$ cat src/rtl/cond_op_pkg.sv
// Shared defaults, FSM encoding and result record for the conditional-clamp arbiter.
package cond_op_pkg;

    localparam int DEF_WIDTH = 4;
    localparam int DEF_LIMIT = 9;
    localparam int DEF_CNT_W = 8;

    typedef enum logic {
        ST_EMPTY = 1'b0,
        ST_FULL  = 1'b1
    } state_e;

    typedef struct packed {
        logic [DEF_WIDTH-1:0] data;
        logic                 clamped;
        logic                 src;
    } result_t;

endpackage

$ cat src/rtl/cond_op_arbiter_if.sv
// Requester, result and debug-counter signals of the conditional-clamp arbiter.
interface cond_op_arbiter_if #(
    parameter int WIDTH = 4,
    parameter int CNT_W = 8
);
    logic             req0_valid;
    logic [WIDTH-1:0] req0_data;
    logic             req0_ready;
    logic             req1_valid;
    logic [WIDTH-1:0] req1_data;
    logic             req1_ready;
    logic             out_valid;
    logic [WIDTH-1:0] out_data;
    logic             out_src;
    logic             out_clamped;
    logic             out_ready;
    logic [CNT_W-1:0] gnt_cnt0;
    logic [CNT_W-1:0] gnt_cnt1;

    modport slave (
        input  req0_valid, req0_data, req1_valid, req1_data, out_ready,
        output req0_ready, req1_ready, out_valid, out_data, out_src, out_clamped,
        output gnt_cnt0, gnt_cnt1
    );

    modport master (
        output req0_valid, req0_data, req1_valid, req1_data, out_ready,
        input  req0_ready, req1_ready, out_valid, out_data, out_src, out_clamped,
        input  gnt_cnt0, gnt_cnt1
    );
endinterface

$ cat src/rtl/cond_clamp.sv
// Combinational clamp: saturate data at LIMIT and flag when the input exceeded it.
module cond_clamp
    import cond_op_pkg::*;
#(
    parameter int WIDTH = DEF_WIDTH,
    parameter int LIMIT = DEF_LIMIT
) (
    input  logic [WIDTH-1:0] data,
    output logic [WIDTH-1:0] result,
    output logic             clamped
);
    if (LIMIT < 0 || LIMIT >= (2 ** WIDTH)) begin : g_limit_chk
        $error("cond_clamp: LIMIT %0d does not fit in %0d bits", LIMIT, WIDTH);
    end

    localparam logic [WIDTH-1:0] LIMIT_W = WIDTH'(LIMIT);

    assign clamped = (data > LIMIT_W);
    assign result  = clamped ? LIMIT_W : data;
endmodule

$ cat src/rtl/cond_op_arbiter.sv
// Round-robin arbiter sharing one clamp datapath between two requesters,
// with a single pipelined output register and saturating grant counters.
module cond_op_arbiter
    import cond_op_pkg::*;
#(
    parameter int WIDTH = DEF_WIDTH,
    parameter int LIMIT = DEF_LIMIT,
    parameter int CNT_W = DEF_CNT_W
) (
    input logic             clk,
    input logic             rst_n,
    cond_op_arbiter_if.slave bus
);
    // state    | meaning
    // ST_EMPTY | output register holds nothing, out_valid=0
    // ST_FULL  | output register holds a result, out_valid=1

    typedef struct packed {
        logic [WIDTH-1:0] data;
        logic             clamped;
        logic             src;
    } res_t;

    state_e           state_q, state_d;
    logic             prio_q, prio_d;
    res_t             res_q, res_d;
    logic [CNT_W-1:0] cnt0_q, cnt0_d;
    logic [CNT_W-1:0] cnt1_q, cnt1_d;

    logic             can_accept;
    logic             grant0, grant1;
    logic [WIDTH-1:0] sel_data;
    logic [WIDTH-1:0] clamp_data;
    logic             clamp_flag;

    // Consuming the held result frees the register in the same cycle.
    assign can_accept = (state_q == ST_EMPTY) | bus.out_ready;
    assign grant0 = can_accept & bus.req0_valid & (~bus.req1_valid | ~prio_q);
    assign grant1 = can_accept & bus.req1_valid & (~bus.req0_valid |  prio_q);
    assign sel_data = grant1 ? bus.req1_data : bus.req0_data;

    cond_clamp #(
        .WIDTH (WIDTH),
        .LIMIT (LIMIT)
    ) u_clamp (
        .data    (sel_data),
        .result  (clamp_data),
        .clamped (clamp_flag)
    );

    always_comb begin
        state_d = state_q;
        prio_d  = prio_q;
        res_d   = res_q;
        cnt0_d  = cnt0_q;
        cnt1_d  = cnt1_q;
        if (grant0 | grant1) begin
            res_d   = '{data: clamp_data, clamped: clamp_flag, src: grant1};
            state_d = ST_FULL;
            prio_d  = ~grant1;
            if (grant0 && cnt0_q != '1) cnt0_d = cnt0_q + CNT_W'(1);
            if (grant1 && cnt1_q != '1) cnt1_d = cnt1_q + CNT_W'(1);
        end else if (state_q == ST_FULL && bus.out_ready) begin
            state_d = ST_EMPTY;
        end
    end

    always_ff @(posedge clk or negedge rst_n) begin
        if (!rst_n) begin
            state_q <= ST_EMPTY;
            prio_q  <= 1'b0;
            res_q   <= '0;
            cnt0_q  <= '0;
            cnt1_q  <= '0;
        end else begin
            state_q <= state_d;
            prio_q  <= prio_d;
            res_q   <= res_d;
            cnt0_q  <= cnt0_d;
            cnt1_q  <= cnt1_d;
        end
    end

    assign bus.req0_ready  = grant0;
    assign bus.req1_ready  = grant1;
    assign bus.out_valid   = (state_q == ST_FULL);
    assign bus.out_data    = res_q.data;
    assign bus.out_src     = res_q.src;
    assign bus.out_clamped = res_q.clamped;
    assign bus.gnt_cnt0    = cnt0_q;
    assign bus.gnt_cnt1    = cnt1_q;
endmodule

$ cat src/flat_wrapper.sv
// flat-port wrapper written by rule: the top's interface ports become plain ports
module cond_op_arbiter_flat import cond_op_pkg::*;
#(
    parameter int WIDTH = DEF_WIDTH,
    parameter int LIMIT = DEF_LIMIT,
    parameter int CNT_W = DEF_CNT_W
)
  (clk, rst_n, bus_req0_valid, bus_req0_data, bus_req1_valid, bus_req1_data, bus_out_ready, bus_req0_ready, bus_req1_ready, bus_out_valid, bus_out_data, bus_out_src, bus_out_clamped, bus_gnt_cnt0, bus_gnt_cnt1);
  cond_op_arbiter_if #(.WIDTH(WIDTH), .CNT_W(CNT_W)) bus_i ();
  input logic clk;
  input logic rst_n;
  input wire logic [$bits(bus_i.req0_valid)-1:0] bus_req0_valid;
  input wire logic [$bits(bus_i.req0_data)-1:0] bus_req0_data;
  input wire logic [$bits(bus_i.req1_valid)-1:0] bus_req1_valid;
  input wire logic [$bits(bus_i.req1_data)-1:0] bus_req1_data;
  input wire logic [$bits(bus_i.out_ready)-1:0] bus_out_ready;
  output wire logic [$bits(bus_i.req0_ready)-1:0] bus_req0_ready;
  output wire logic [$bits(bus_i.req1_ready)-1:0] bus_req1_ready;
  output wire logic [$bits(bus_i.out_valid)-1:0] bus_out_valid;
  output wire logic [$bits(bus_i.out_data)-1:0] bus_out_data;
  output wire logic [$bits(bus_i.out_src)-1:0] bus_out_src;
  output wire logic [$bits(bus_i.out_clamped)-1:0] bus_out_clamped;
  output wire logic [$bits(bus_i.gnt_cnt0)-1:0] bus_gnt_cnt0;
  output wire logic [$bits(bus_i.gnt_cnt1)-1:0] bus_gnt_cnt1;
  assign bus_i.req0_valid = bus_req0_valid;
  assign bus_i.req0_data = bus_req0_data;
  assign bus_i.req1_valid = bus_req1_valid;
  assign bus_i.req1_data = bus_req1_data;
  assign bus_i.out_ready = bus_out_ready;
  assign bus_req0_ready = bus_i.req0_ready;
  assign bus_req1_ready = bus_i.req1_ready;
  assign bus_out_valid = bus_i.out_valid;
  assign bus_out_data = bus_i.out_data;
  assign bus_out_src = bus_i.out_src;
  assign bus_out_clamped = bus_i.out_clamped;
  assign bus_gnt_cnt0 = bus_i.gnt_cnt0;
  assign bus_gnt_cnt1 = bus_i.gnt_cnt1;
  cond_op_arbiter #(.WIDTH(WIDTH), .LIMIT(LIMIT), .CNT_W(CNT_W)) u_core (.clk(clk), .rst_n(rst_n), .bus(bus_i));
endmodule
$ cat config.mk
export PLATFORM = sky130hd
export DESIGN_NAME = cond_op_arbiter_flat
export DESIGN_NICKNAME = d
export VERILOG_FILES = /design/src/rtl/cond_op_pkg.sv /design/src/rtl/cond_op_arbiter_if.sv /design/src/rtl/cond_clamp.sv /design/src/rtl/cond_op_arbiter.sv /design/src/flat_wrapper.sv
export SDC_FILE = /design/constraint.sdc
export NUM_CORES = 1
export LEC_CHECK = 0
export CAP_MARGIN = 20
export CELL_PAD_IN_SITES_DETAIL_PLACEMENT = 0
export CELL_PAD_IN_SITES_GLOBAL_PLACEMENT = 2
export CORE_ASPECT_RATIO = 1.2
export CORE_UTILIZATION = 25
export DETAILED_ROUTE_END_ITERATION = 12
export HOLD_SLACK_MARGIN = 0.1
export PLACE_DENSITY = 0.75
export SLEW_MARGIN = 20
export SYNTH_ARGS = -nofsm -noshare
export SYNTH_HDL_FRONTEND = slang
export SYNTH_HIERARCHICAL = 1
export SYNTH_SLANG_ARGS = --single-unit
$ cat constraint.sdc
create_clock -name clk -period 1.8 [get_ports clk]
set_input_delay 0.27 -clock clk [delete_from_list [all_inputs] [get_ports clk]]
set_output_delay 0.27 -clock clk [all_outputs]
set_load 0.02 [all_outputs]
==> flow_metrics.py <==
metrics = {
    "synth": {
        "yosysTopAreaCellShare_pct": 49.5,
        "syn-instance-count": 116,
        "seq_area_frac_synth_pct": 49.5,
        "yosysMostFrequentCell": "dfrtp_1",
        "synth_cell_types": 29,
        "syn_nets": 131,
        "synth_top_cell_by_area": "dfrtp_1",
        "syn_area_sq_um": 1210,
        "ys_top_cells_by_count": "24 x dfrtp_1, 22 x nand2_1, 10 x mux2_2",
        "synth_edf_count": 0,
        "ys_warn_count": 6,
        "ys_seq_elements": 24,
        "netlist_top_cells_area": "dfrtp_1 49%, mux2_2 9.3%, nand2_1 6.8%",
        "ys.flop_type": "dfrtp_1",
        "synth.avg_cell_area_sq_um": 10.5,
        "synthArstFlopShare_pct": 100,
    },
    "sta": {
        "fin_skew_ns": 0.00868,
        "rsz0062_at_grt": "no",
        "fin_hold_ws_ns": 0.363,
        "relSlewSlack_pct": 79.2,
        "fin_crit_sh_pct": 95.0,
        "hold_viol_final": 0,
        "setup_viol": 0,
        "drv_slew": 0,
        "setup_ws_ns": 0.0907,
        "fin_tns_setup_ns": 0,
        "tightest_slew_ns": 0.311,
        "fmax_ghz": 0.585,
        "period_needed_ns": 1.71,
    },
    "floorplan": {
        "num_rows": 27,
        "start_util_pct": 26.2,
        "die_h_um": 78.3,
        "coreArea_sq_um": 4630,
        "die_area_sq_um": 5140,
        "die_x_um": 65.6,
        "ioPinCount": 38,
    },
    "critical_path": {
        "r2r_end": "u_core/bus.out_data[0]",
        "cp-start-kind": "input pin",
        "rr_worst_depth": 8,
        "required_ns": 1.53,
        "path_max_fanout": 5,
        "end_kind": "primary output",
        "worstPathArrival_ns": 1.44,
        "rr_startpoint": "u_core/prio_q",
        "ff2ff_setup_slack_ns": 0.13,
        "path_class": "input pin to primary output",
    },
    "global_routing": {
        "grt_antenna_before_repair": 0,
        "grtUsageTotal_pct": 11.4,
        "grt_max_degree": 25,
        "grt_pass1_wl_um": 4510,
        "grt_pass1_vias": 1027,
        "grt_overflow": 0,
    },
    "power": {
        "ir_worst_vdd_mv": 0.703,
        "pwr_density_cell_nw_per_um2": 1330,
        "combPwrFrac_pct": 44.7,
        "intPower_mw": 1.47,
        "pwr-share-clk_pct": 15.2,
        "power_frac_seq_pct": 40.1,
        "leakagePower_nw": 0.774,
        "netSwitchingFraction_pct": 38.4,
        "switching_power_mw": 0.917,
    },
    "run": {
        "drv_cap": 0,
    },
    "clock_tree": {
        "clk_pin_slew_ns": 0.09,
        "cts_tree": "built",
        "clock-sinks": 24,
        "ctsHtreeMaxLevel": 1,
        "clock_path_buffers": 2,
        "cts_made_buffers": 3,
        "cts_root_buf": "clkbuf_8",
        "postCtsSetupRepairBufs": 0,
        "worstSkewPairLatency_ns": 0.27,
    },
    "place": {
        "numPortBuffers": 37,
        "gp_congestion": 0.779,
        "pre_cts_ws_ns": -0.290,
        "hpwl_um": 2060,
    },
    "drt": {
        "drtIter0Drc": 20,
        "finalWirelength_um": 2650,
        "drc": 0,
        "vias_per_cell": 4.46,
        "routedWlPerCell_um": 11.8,
        "final_antenna_net_count": 0,
        "num_vias": 1003,
        "first_pass_iters": 4,
    },
    "outcome": {
        "status": "finished clean",
    },
    "cells_and_area": {
        "area.growth.synth_to_final_pct": 48.2,
        "finalNetCount": 183,
        "regArea_sq_um": 601,
        "drive_gt1_share_pct": 21.0,
        "multi_input_area_sq_um": 596,
        "post-route-util_pct": 38.9,
        "fillers": 461,
        "diodes": 0,
    },
    "hold_path": {
        "hp-class": "input pin to asynchronous set/reset pin",
    },
}
==> repair_timing <==
item                       CTS  global route
gates resized for setup      4             2
hold buffers                 0             0
setup endpoints to repair    2             2
==> stage by stage <==
step                      total power [mW]  cells  area (sq um)
after floorplan                       1.51    116          1210
after global placement                2.02    221          1730
after detailed placement              2.05    221          1730
after CTS                             2.42    225          1790
after global routing                  2.57    225          1800
final                                 2.39    225          1800
==> power by group through the flow <==
stage | combinational [mW] | clock, mW | sequential, mW
6_report | 1.07 | 0.363 | 0.958
5_1_grt | 1.16 | 0.400 | 1.00
4_1_cts | 1.08 | 0.380 | 0.963
3_5_place_dp | 1.08 | 0 | 0.971
3_3_place_gp | 1.06 | 0 | 0.961
2_1_floorplan | 0.356 | 0 | 1.15
==> cell families (layout without fill, tap and decap cells) <==
logic type	Yosys count	in the layout	share of synthesized area [%]
flip-flops	24	24	49.5
buffers and inverters	6	57	2.47
adder cells (fa/ha/maj)	2	2	2.06
AO/OA/AOI/OAI	10	10	5.26
multiplexers	10	10	9.28
XOR/XNOR	8	8	5.77
AND/OR/NAND/NOR	56	56	25.7
==> routing by layer <==
layer	vias to the layer above	global-route usage, %	part of all wire (%)
met1	462	14.3	47
met3	4	2.47	5.8
met5	-	0	0
met4	0	3.91	1.0
li1	503	-	-
met2	34	19.1	46
==> layout by cell type (no fill, tap or decap) <==
cell | Yosys | final
nand3_4 | 0 | 1
clkbuf_8 | 0 | 4
dfrtp_1 | 24 | 24
inv_1 | 3 | 3
a21boi_0 | 2 | 2
ha_1 | 2 | 2
and4_1 | 1 | 1
nand4_1 | 3 | 3
a21oi_1 | 3 | 3
a31oi_1 | 3 | 3
nor4_4 | 1 | 1
inv_2 | 1 | 1
clkdlybuf4s50_1 | 0 | 35
buf_4 | 0 | 12
nand3_1 | 8 | 8
nor2_1 | 5 | 5
xor2_1 | 5 | 5
and4bb_2 | 1 | 1
nand2_1 | 22 | 22
xnor2_1 | 3 | 3
nor3_1 | 4 | 4
mux2_2 | 10 | 10
nor2b_1 | 3 | 3
nor3_2 | 1 | 1
clkdlybuf4s15_2 | 0 | 1
o21a_1 | 2 | 2
nand2b_4 | 0 | 1
and3_1 | 1 | 1
nor4_2 | 1 | 1
or2_1 | 1 | 1
nand2b_1 | 1 | 1
dlygate4sd2_1 | 0 | 1
nand3_2 | 2 | 1
==> critical path: stages <==
cell and delay [ns]:
clkdlybuf4s50_1 0.48, nand2b_4 0.17, nand3_1 0.10, inv_1 0.09
dlygate4sd2_1 0.34
==> state kept, by name (all words and copies together) (netlist names) <==
name	flops
u_core/bus.gnt_cnt1	8
u_core/prio_q	1
u_core/bus.gnt_cnt0	8
u_core/bus.out_data	4
u_core/bus.out_clamped	1
u_core/bus.out_src	1
u_core/bus.out_valid	1
==> worst max-delay path by stage <==
stage                               from                      to  slack (ns)
finish                     bus_out_ready          bus_req0_ready        0.09
global route              bus_req0_valid  u_core/bus.out_data[0]        0.01
CTS                        bus_out_ready  u_core/bus.out_data[0]        0.03
detailed placement         bus_out_ready          bus_req1_ready       -0.29
global placement           bus_out_ready          bus_req1_ready       -0.28
floorplan           u_core/bus.out_valid  u_core/bus.out_data[0]        0.03
==> final cells by class <==
cell class                 count  area share (%)
multi-input combinational     86            33.1
sequential                    24            33.4
tap                           58            4.03
timing repair buffer          49            25.6
inverter                       4           0.834
clock buffer                   4            3.06
No activity file was read; power rests on OpenSTA's default activity.
